**src/rtl/op_dispatcher_if.sv**
```systemverilog
// Host byte stream and engine op handshakes for op_dispatcher.
// master: host/engine side; slave: the dispatcher.
interface op_dispatcher_if;
    logic [7:0]   in_byte;
    logic         in_rts;
    logic         in_rtr;
    logic [127:0] line_op;
    logic         line_rts;
    logic         line_rtr;
    logic [127:0] circ_op;
    logic         circ_rts;
    logic         circ_rtr;
    logic [7:0]   drop_cnt;
    logic         busy;

    modport master (
        output in_byte,
        output in_rts,
        input  in_rtr,
        input  line_op,
        input  line_rts,
        output line_rtr,
        input  circ_op,
        input  circ_rts,
        output circ_rtr,
        input  drop_cnt,
        input  busy
    );

    modport slave (
        input  in_byte,
        input  in_rts,
        output in_rtr,
        output line_op,
        output line_rts,
        input  line_rtr,
        output circ_op,
        output circ_rts,
        input  circ_rtr,
        output drop_cnt,
        output busy
    );
endinterface

```
**src/rtl/op_dispatcher.sv**
```systemverilog
// Assembles 16 host bytes into a 128-bit op and hands it to the
// line (opcode 0x01) or circle (opcode 0x02) engine; others dropped.
// Ports: clk, rst_ (async active-low), bus (op_dispatcher_if.slave):
//   in_byte/in_rts/in_rtr host stream, line_*/circ_* engine outputs,
//   drop_cnt saturating discard count, busy partial op or dispatch.
// Optional macro CMD_TIMEOUT_EN: drops a partial op that has been
// idle for TIMEOUT_CYCLES cycles.
module op_dispatcher #(
    parameter int TIMEOUT_CYCLES = 1024,
    parameter int TIMEOUT_LOG2   = 10
) (
    input  logic            clk,
    input  logic            rst_,
    op_dispatcher_if.slave  bus
);
    typedef enum logic {
        ASSEMBLE,
        DISPATCH
    } state_t;

    state_t       r_state;
    state_t       w_state_nxt;
    logic [3:0]   r_byte_cnt;
    logic [3:0]   w_byte_cnt_nxt;
    logic [127:0] r_op;
    logic [127:0] w_op_nxt;
    logic [7:0]   r_drop;
    logic [7:0]   w_drop_nxt;
    logic [7:0]   w_drop_inc;
    logic [7:0]   w_opcode;
    logic         w_in_xfer;
    logic         w_is_line;
    logic         w_is_circ;
    logic         w_out_xfer;
    logic         w_timeout;

    assign w_opcode   = r_op[127:120];
    assign w_in_xfer  = (r_state == ASSEMBLE) && bus.in_rts;
    assign w_is_line  = (r_state == DISPATCH) && (w_opcode == 8'h01);
    assign w_is_circ  = (r_state == DISPATCH) && (w_opcode == 8'h02);
    assign w_out_xfer = (w_is_line && bus.line_rtr) ||
                        (w_is_circ && bus.circ_rtr);
    assign w_drop_inc = (r_drop == 8'hFF) ? r_drop : r_drop + 8'd1;

`ifdef CMD_TIMEOUT_EN
    localparam logic [TIMEOUT_LOG2-1:0] LP_IDLE_MAX =
        TIMEOUT_LOG2'(TIMEOUT_CYCLES - 1);

    logic [TIMEOUT_LOG2-1:0] r_idle;

    // Fires on the TIMEOUT_CYCLES-th consecutive idle edge.
    assign w_timeout = (r_state == ASSEMBLE) &&
                       (r_byte_cnt != 4'd0) &&
                       !w_in_xfer &&
                       (r_idle == LP_IDLE_MAX);

    always_ff @(posedge clk or negedge rst_) begin
        if (!rst_) begin
            r_idle <= '0;
        end else if ((r_state != ASSEMBLE) ||
                     (r_byte_cnt == 4'd0) ||
                     w_in_xfer || w_timeout) begin
            r_idle <= '0;
        end else begin
            r_idle <= r_idle + 1'b1;
        end
    end
`else
    // Timeout parameters only matter when the counter is built in.
    assign w_timeout = (TIMEOUT_CYCLES < 0) && (TIMEOUT_LOG2 < 0);
`endif

    always_comb begin
        w_state_nxt    = r_state;
        w_byte_cnt_nxt = r_byte_cnt;
        w_op_nxt       = r_op;
        w_drop_nxt     = r_drop;
        unique case (r_state)
            ASSEMBLE: begin
                if (w_in_xfer) begin
                    w_op_nxt[{r_byte_cnt, 3'b000} +: 8] = bus.in_byte;
                    w_byte_cnt_nxt = r_byte_cnt + 4'd1;
                    if (r_byte_cnt == 4'd15) begin
                        w_state_nxt = DISPATCH;
                    end
                end else if (w_timeout) begin
                    w_byte_cnt_nxt = 4'd0;
                    w_drop_nxt     = w_drop_inc;
                end
            end
            DISPATCH: begin
                if (w_is_line || w_is_circ) begin
                    if (w_out_xfer) begin
                        w_state_nxt = ASSEMBLE;
                    end
                end else begin
                    w_drop_nxt  = w_drop_inc;
                    w_state_nxt = ASSEMBLE;
                end
            end
        endcase
    end

    always_ff @(posedge clk or negedge rst_) begin
        if (!rst_) begin
            r_state    <= ASSEMBLE;
            r_byte_cnt <= 4'd0;
            r_op       <= '0;
            r_drop     <= 8'd0;
        end else begin
            r_state    <= w_state_nxt;
            r_byte_cnt <= w_byte_cnt_nxt;
            r_op       <= w_op_nxt;
            r_drop     <= w_drop_nxt;
        end
    end

    assign bus.in_rtr   = (r_state == ASSEMBLE);
    assign bus.line_op  = r_op;
    assign bus.circ_op  = r_op;
    assign bus.line_rts = w_is_line;
    assign bus.circ_rts = w_is_circ;
    assign bus.drop_cnt = r_drop;
    assign bus.busy     = (r_byte_cnt != 4'd0) ||
                          (r_state == DISPATCH);
endmodule
```
**src/flat_wrapper.sv**
```systemverilog
// flat-port wrapper written by rule: the top's interface ports become plain ports
module op_dispatcher_flat 
#(
    parameter int TIMEOUT_CYCLES = 1024,
    parameter int TIMEOUT_LOG2   = 10
)
  (clk, rst_, bus_in_byte, bus_in_rts, bus_in_rtr, bus_line_op, bus_line_rts, bus_line_rtr, bus_circ_op, bus_circ_rts, bus_circ_rtr, bus_drop_cnt, bus_busy);
  op_dispatcher_if bus_i ();
  input  logic clk;
  input  logic rst_;
  input wire logic [$bits(bus_i.in_byte)-1:0] bus_in_byte;
  input wire logic [$bits(bus_i.in_rts)-1:0] bus_in_rts;
  output wire logic [$bits(bus_i.in_rtr)-1:0] bus_in_rtr;
  output wire logic [$bits(bus_i.line_op)-1:0] bus_line_op;
  output wire logic [$bits(bus_i.line_rts)-1:0] bus_line_rts;
  input wire logic [$bits(bus_i.line_rtr)-1:0] bus_line_rtr;
  output wire logic [$bits(bus_i.circ_op)-1:0] bus_circ_op;
  output wire logic [$bits(bus_i.circ_rts)-1:0] bus_circ_rts;
  input wire logic [$bits(bus_i.circ_rtr)-1:0] bus_circ_rtr;
  output wire logic [$bits(bus_i.drop_cnt)-1:0] bus_drop_cnt;
  output wire logic [$bits(bus_i.busy)-1:0] bus_busy;
  assign bus_i.in_byte = bus_in_byte;
  assign bus_i.in_rts = bus_in_rts;
  assign bus_in_rtr = bus_i.in_rtr;
  assign bus_line_op = bus_i.line_op;
  assign bus_line_rts = bus_i.line_rts;
  assign bus_i.line_rtr = bus_line_rtr;
  assign bus_circ_op = bus_i.circ_op;
  assign bus_circ_rts = bus_i.circ_rts;
  assign bus_i.circ_rtr = bus_circ_rtr;
  assign bus_drop_cnt = bus_i.drop_cnt;
  assign bus_busy = bus_i.busy;
  op_dispatcher #(.TIMEOUT_CYCLES(TIMEOUT_CYCLES), .TIMEOUT_LOG2(TIMEOUT_LOG2)) u_core (.clk(clk), .rst_(rst_), .bus(bus_i));
endmodule
```
**config.mk**
```make
export PLATFORM = sky130hd
export DESIGN_NAME = op_dispatcher_flat
export DESIGN_NICKNAME = d
export VERILOG_FILES = /design/src/rtl/op_dispatcher_if.sv /design/src/rtl/op_dispatcher.sv /design/src/flat_wrapper.sv
export SDC_FILE = /design/constraint.sdc
export NUM_CORES = 1
export LEC_CHECK = 0
export ABC_CLOCK_PERIOD_IN_PS = 3210
export CAP_MARGIN = 5
export CORE_MARGIN = 2
export CORE_UTILIZATION = 30
export DETAILED_ROUTE_END_ITERATION = 16
export HOLD_SLACK_MARGIN = 0.15
export PLACE_DENSITY_LB_ADDON = 0.1
export SLEW_MARGIN = 25
export SYNTH_ARGS = -nofsm -noshare
export SYNTH_HDL_FRONTEND = slang
export SYNTH_SLANG_ARGS = --single-unit
```
**constraint.sdc**
```tcl
create_clock -name clk -period 3.21 [get_ports clk]
set_input_delay 0.642 -clock clk [delete_from_list [all_inputs] [get_ports clk]]
set_output_delay 0.642 -clock clk [all_outputs]
set_load 0.01 [all_outputs]
```
==> results of run 1 <==
## critical path: cells and delay by family (launching register included)
kind	cells	cell delay, ps
AND/OR/NAND/NOR	2	480
adder cells (fa/ha/maj)	1	350
flip-flops	1	500
buffers and inverters	2	670
## logic make-up (layout without fill, tap and decap cells)
logic type,after synthesis,after routing
mux,130,130
simple gates,80,80
buf+inv,150,323
compound gates,9,9
flops,141,141
xor+xnor,14,14
fa+ha+maj,5,5
## cell usage after synthesis, drive strengths merged
| library cell | instances | area [sq um] |
|---|---|---|
| o32a | 1 | 10.0 |
| mux2 | 130 | 1490 |
| a21boi | 1 | 11.3 |
| clkbuf | 7 | 26.3 |
| nand2 | 13 | 48.8 |
| and2b | 1 | 7.51 |
| or4 | 1 | 11.3 |
| a21oi | 1 | 8.76 |
| ha | 5 | 62.6 |
| nor3 | 4 | 20.0 |
| o22a | 1 | 8.76 |
| nand3 | 7 | 35.0 |
| o22ai | 2 | 12.5 |
| dfrtp | 141 | 3530 |
| xor2 | 8 | 70.1 |
| nand3b | 2 | 15.0 |
| xnor2 | 6 | 52.6 |
| or2 | 1 | 6.26 |
| nor4 | 5 | 31.3 |
| or3 | 3 | 23.8 |
| and2 | 8 | 50.1 |
| nand4 | 5 | 31.3 |
| inv | 3 | 11.3 |
| o21ai | 3 | 15.0 |
| buf | 140 | 1020 |
| and3 | 10 | 62.6 |
| nand2b | 8 | 57.6 |
| nor2 | 12 | 57.6 |
## registers in the layout, summed over array words and instances (netlist names)
| name | count |
|---|---|
| u_core.bus.circ_op | 128 |
| u_core.bus.drop_cnt | 8 |
| u_core.r_state | 1 |
| u_core.r_byte_cnt | 4 |
## final timing paths
path	slack, ps	cells after the start	startpoint	end
max	150	5	u_core.r_byte_cnt[1]	bus_busy
max in group asynchronous	2210	2	rst_	u_core.r_state
min reg2reg	530	1	u_core.bus.drop_cnt[7]	u_core.bus.drop_cnt[7]
min in group clk	530	1	u_core.bus.drop_cnt[7]	u_core.bus.drop_cnt[7]
min	230	1	rst_	u_core.bus.circ_op[83]
max reg2reg	650	6	u_core.r_byte_cnt[1]	u_core.bus.circ_op[126]
## cell type report
cell class / count / share of cell area [%]
sequential: 141 / 36.8
tap: 285 / 3.72
inverter: 3 / 0.117
multi-input combinational: 238 / 23.0
timing repair buffer: 288 / 30.0
clock inverter: 13 / 1.85
clock buffer: 19 / 4.62
## power by group
| part | total (mW) | internal, mW | switching (mW) |
|---|---|---|---|
| combinational | 4.94 | 3.04 | 1.91 |
| sequential | 3.18 | 2.48 | 0.700 |
| clock | 2.07 | 1.26 | 0.809 |
| total | 10.2 | 6.78 | 3.41 |
## metal layers
metal / wire [microns] / track usage, % / share of wire (%)
met5: 0 / 0 / 0
met2: 8910 / 25.4 / 49
met3: 874 / 3.36 / 4.9
met1: 8050 / 19.8 / 45
met4: 172 / 4.10 / 0.96
==> metrics.md, run 1 <==
| Metric | Value |
|---|---|
| Via count | `4427` |
| Starting DRC count in detailed routing | `119` |
| Period utilisation layout | `95.4%` |
| I/O Buffers | `280` |
| Final nets | `707` |
| Vias per cell | `4.49` |
| Setup TNS | `0 ps` |
| DR WL/cell | `18.2 microns` |
| Post-synthesis mux area share | `22.0%` |
| Finish-stage setup viols | `0` |
| Post-route setup slack | `149 ps` |
| RSZ-0062 raised after global routing | `no` |
| Max_cap viols | `0` |
| Crit-path max cell delay | `520 ps` |
| Top fanout value on the critical path | `10` |
| Routability congestion estimate | `0.746` |
| Synth Area in Compound Gates | `0.976%` |
| FMAX | `327 MHz` |
| CP max-delay cell | `clkdlybuf4s50_1` |
| Synth Area in XOR/XNOR | `1.81%` |
| Unique cell type count in the Yosys netlist | `36` |
| Placeable Area | `22400 sq um` |
| Area of the multi-input gates | `2200 sq um` |
| Largest family of logic cells by synthesized area | `multiplexers` |
| Worst-path clk slew | `60 ps` |
| Placed cell area | `8980 sq um` |
| VDD IR-drop max | `430 uV` |
| Fin Hold WS | `234 ps` |
| P&R area growth vs syn | `41.3%` |
| CTS buffer count | `17` |
| Sequential area share after synthesis | `51.9%` |
| Total Wirelength | `18000 microns` |
| Die Ht | `154 microns` |
| Crit path DAT | `2420 ps` |
| Crit path required time | `2570 ps` |
| Syn Area/Cell | `12.8 sq um` |
| Die area | `23900 sq um` |
| GRT overflow | `0` |
| Synthesized cell area | `6790 sq um` |
| Hold bufs inserted after CTS | `0` |
| Die span in x | `154 microns` |
| Worst setup SP type | `register` |
| Non-Filler Instances | `987` |
| CTS tree | `done` |
| Most common cell after layout, fill and taps aside | `clkdlybuf4s50_1` |
| Crit-path cells | `inv_1, ha_1, nand2b_1, or3_1, clkdlybuf4s50_1` |
| Number of cell rows | `55` |
| FILL cells | `2090` |
| Area share of and/or/nand/nor cells after synthesis | `6.74%` |
| Post-DP HPWL | `13100 microns` |
| Warnings, synthesis | `0` |
| Syn Inst Count | `529` |
| Most frequent cells in the layout | `clkdlybuf4s50_1, dfrtp_1, mux2_2` |
| Clock latency on the worst-skew pair | `420 ps` |
| Total power divided by cell area | `1060 nW/um^2` |
| Largest net degree at the start of global routing | `69` |
| Final setup skew | `9.94 ps` |
| N_diodes | `0` |
| Root Driver | `clkbuf_16` |
| Share of layout cells above drive strength 1 | `25.8%` |
| Setup Fix Bufs, Post-CTS | `0` |
| Minimum clock period | `3060 ps` |
| Post-Synth Adder-Cell Area | `0.921%` |
| Number of global-route vias before repair | `4568` |
| CP endpoint kind | `output port` |
| Initial Util | `30.3%` |
| DP Worst Slack | `585 ps` |
| CTS sink cnt | `141` |
| Final Hold Fails | `0` |
| Seq cells post-synth | `141` |
| Relative slew slack | `54.4%` |
| Core Util, Final | `42.8%` |
| First-pass GRT wire length | `27300 microns` |
| Final instance area | `9600 sq um` |
| GRT Total Usage | `15.1%` |
| LEAKAGE | `4.16 nW` |
| Placed cells | `955` |
| Post-route DRC | `0` |
| Total power draw | `10.2 mW` |
| Type of the worst setup path | `register to output port` |
| Max-slew violations | `0` |
| Outcome | `completed` |
| Register area | `3530 sq um` |
| Number of H-tree levels | `4` |
| Slew at the pin with the worst max-slew slack | `684 ps` |
| Max Buffers Root-to-Sink | `2` |
| Ports | `281` |
| Syn_nets | `547` |
| Initial antenna violation count | `0` |
| DRT antenna net count | `0` |
| Post-CTS Resized | `0` |
| Router iterations before antenna repair | `4` |
| Hold WC Path Type | `primary input to asynchronous set/reset pin` |
Note: power is estimated with default switching activity, not from simulation.
==> run 2: changes to the inputs <==
Settings changed: CTS_CLUSTER_SIZE from default to 20, HOLD_SLACK_MARGIN 0.15 to default.
==> results of run 2 <==
The final DEF is identical to that of run 1; final timing and power are the same.
==> run 3: changes to the inputs <==
Settings changed: ABC_CLOCK_PERIOD_IN_PS 3210 to default, GPL_TIMING_DRIVEN from default to 0.
Clock period 3.21 ns to 3.8 ns, I/O delays scaled along.
==> run 3 against run 2 <==
Net effect:
- first-iteration DRC count up 3.4%
- total power fell by 8.0%
- die area is the same
- wire length up 5.6%
- count of clock-buffer cells in the layout grew 1
- clock power decreased by 17%
- global-route usage up 1.1 points
- hold slack better by 22 ps
- largest power group unchanged
- highest routed layer unchanged
==> metrics.md, run 3 (synthesis gave the netlist of run 1 again) <==
| Metric | Value |
|---|---|
| DRT antenna net count | `0 (unchanged)` |
| Worst setup SP type | `register` |
| Total power draw | `9.38 mW (-8.0%)` |
| Final nets | `839 (+19%)` |
| Post-route DRC | `0 (unchanged)` |
| Area of the multi-input gates | `2200 sq um (unchanged)` |
| Worst-path clk slew | `60 ps (about the same)` |
| FILL cells | `2027 (-3.0%)` |
| Outcome | `completed` |
| GRT Total Usage | `16.2% (+1.1 points)` |
| CTS tree | `done` |
| Max_cap viols | `0 (unchanged)` |
| Post-CTS Resized | `0 (unchanged)` |
| Setup Fix Bufs, Post-CTS | `0 (unchanged)` |
| Max-slew violations | `0 (unchanged)` |
| Type of the worst setup path | `register to output port` |
| I/O Buffers | `272 (-2.9%)` |
| Slew at the pin with the worst max-slew slack | `832 ps (+148 ps)` |
| First-pass GRT wire length | `29700 microns (+8.9%)` |
| Register area | `3530 sq um (unchanged)` |
| Router iterations before antenna repair | `4 (unchanged)` |
| CP endpoint kind | `output port` |
| GRT overflow | `0 (unchanged)` |
| Non-Filler Instances | `1119 (+13%)` |
| Placed cell area | `9900 sq um (+10%)` |
| Starting DRC count in detailed routing | `123 (+3.4%)` |
| Top fanout value on the critical path | `9 (-1)` |
| Via count | `4920 (+11%)` |
| Initial antenna violation count | `0 (unchanged)` |
| VDD IR-drop max | `417 uV (-3.0%)` |
| Die area | `23900 sq um (unchanged)` |
| Routability congestion estimate | `0.870 (+17%)` |
| LEAKAGE | `4.79 nW (+15%)` |
| Final Hold Fails | `0 (unchanged)` |
| FMAX | `296 MHz` |
| Max Buffers Root-to-Sink | `2 (unchanged)` |
| N_diodes | `0 (unchanged)` |
| Hold bufs inserted after CTS | `0 (unchanged)` |
| Initial Util | `30.3% (unchanged)` |
| Post-route setup slack | `423 ps (+274 ps)` |
| Placed cells | `1087 (+14%)` |
| Total Wirelength | `19000 microns (+5.6%)` |
| Setup TNS | `0 ps (unchanged)` |
| Root Driver | `clkbuf_16` |
| Core Util, Final | `46.9% (+4.1 points)` |
| Number of cell rows | `55 (unchanged)` |
| RSZ-0062 raised after global routing | `no` |
| Ports | `281 (unchanged)` |
| Crit path DAT | `2620 ps (+200 ps)` |
| Number of global-route vias before repair | `5084 (+11%)` |
| Post-DP HPWL | `13700 microns (+4.9%)` |
| DR WL/cell | `17.0 microns (-6.9%)` |
| Finish-stage setup viols | `0 (unchanged)` |
| DP Worst Slack | `864 ps (+279 ps)` |
| Relative slew slack | `44.3% (-10 points)` |
| Final instance area | `10500 sq um (+9.5%)` |
| Share of layout cells above drive strength 1 | `36.6% (+11 points)` |
| Total power divided by cell area | `892 nW/um^2 (-16%)` |
| Largest net degree at the start of global routing | `87 (+26%)` |
| Max reg flops | `128 (unchanged)` |
| CTS sink cnt | `141 (unchanged)` |
| Crit path required time | `3040 ps (+470 ps)` |
| Placeable Area | `22400 sq um (unchanged)` |
| Final setup skew | `9.18 ps (-0.766 ps)` |
| Vias per cell | `4.40 (-2.0%)` |
| Most frequent cells in the layout | `clkdlybuf4s50_1, dfrtp_1, buf_4` |
| Die Ht | `154 microns (unchanged)` |
| Fin Hold WS | `256 ps (+22.3 ps)` |
| Die span in x | `154 microns (unchanged)` |
| CTS buffer count | `17 (unchanged)` |
| Period utilisation layout | `88.9%` |
| Number of H-tree levels | `4 (unchanged)` |
| Hold WC Path Type | `primary input to asynchronous set/reset pin` |
| Most common cell after layout, fill and taps aside | `clkdlybuf4s50_1` |
| Minimum clock period | `3380 ps` |
| Clock latency on the worst-skew pair | `420 ps (about the same)` |
| P&R area growth vs syn | `54.8%` |
==> run 3: cell types whose count changed in the layout (fill, tap and decap cells not counted), moves of 2 or more <==
cell / previous run / this run
buf_2: 0 / 2
inv_6: 5 / 3
buf_1: 0 / 8
buf_4: 7 / 128
clkbuf_1: 1 / 9
clkdlybuf4s50_1: 279 / 271
==> run 3: final timing paths <==
check | start | to | slack (ps) | depth (start not counted)
max | u_core.r_byte_cnt[1] | bus_busy | 420 | 7
min | rst_ | u_core.bus.circ_op[0] | 260 | 1
max reg2reg | u_core.r_byte_cnt[1] | u_core.bus.circ_op[25] | 960 | 8
min reg2reg | u_core.bus.drop_cnt[5] | u_core.bus.drop_cnt[5] | 520 | 1
max in group asynchronous | rst_ | u_core.bus.circ_op[56] | 2770 | 2
min in group clk | u_core.bus.drop_cnt[5] | u_core.bus.drop_cnt[5] | 520 | 1
==> run 3: area by class of cell <==
cell class / count / share of cell area, %
sequential: 141 / 33.6
timing repair buffer: 273 / 26.2
multi-input combinational: 238 / 21.0
buffer: 147 / 9.99
clock buffer: 20 / 4.25
tap: 285 / 3.39
clock inverter: 12 / 1.54
inverter: 3 / 0.107
==> run 3: routing by layer <==
layer	part of all wire, %	track usage, %	vias up	wire, microns
met3	4.4	3.22	18	836
met1	45	20.9	2482	8470
met5	0	0	-	0
met2	50	27.4	161	9470
met4	1.3	5.16	0	240
li1	-	-	2259	-
==> run 3: power breakdown <==
group / internal, mW / switching, mW / leakage [nW]
sequential: 2.10 / 0.559 / 1.84
clock: 1.06 / 0.658 / 0.288
combinational: 3.20 / 1.81 / 2.67
total: 6.35 / 3.03 / 4.79
==> run 3: critical path, stage by stage, from the launching register on <==
cell             delay (ps)
dfrtp_1                 400
clkbuf_1                210
inv_1                   150
ha_1                    150
clkbuf_1                300
nand2b_1                160
or3_1                   320
clkdlybuf4s50_1         520
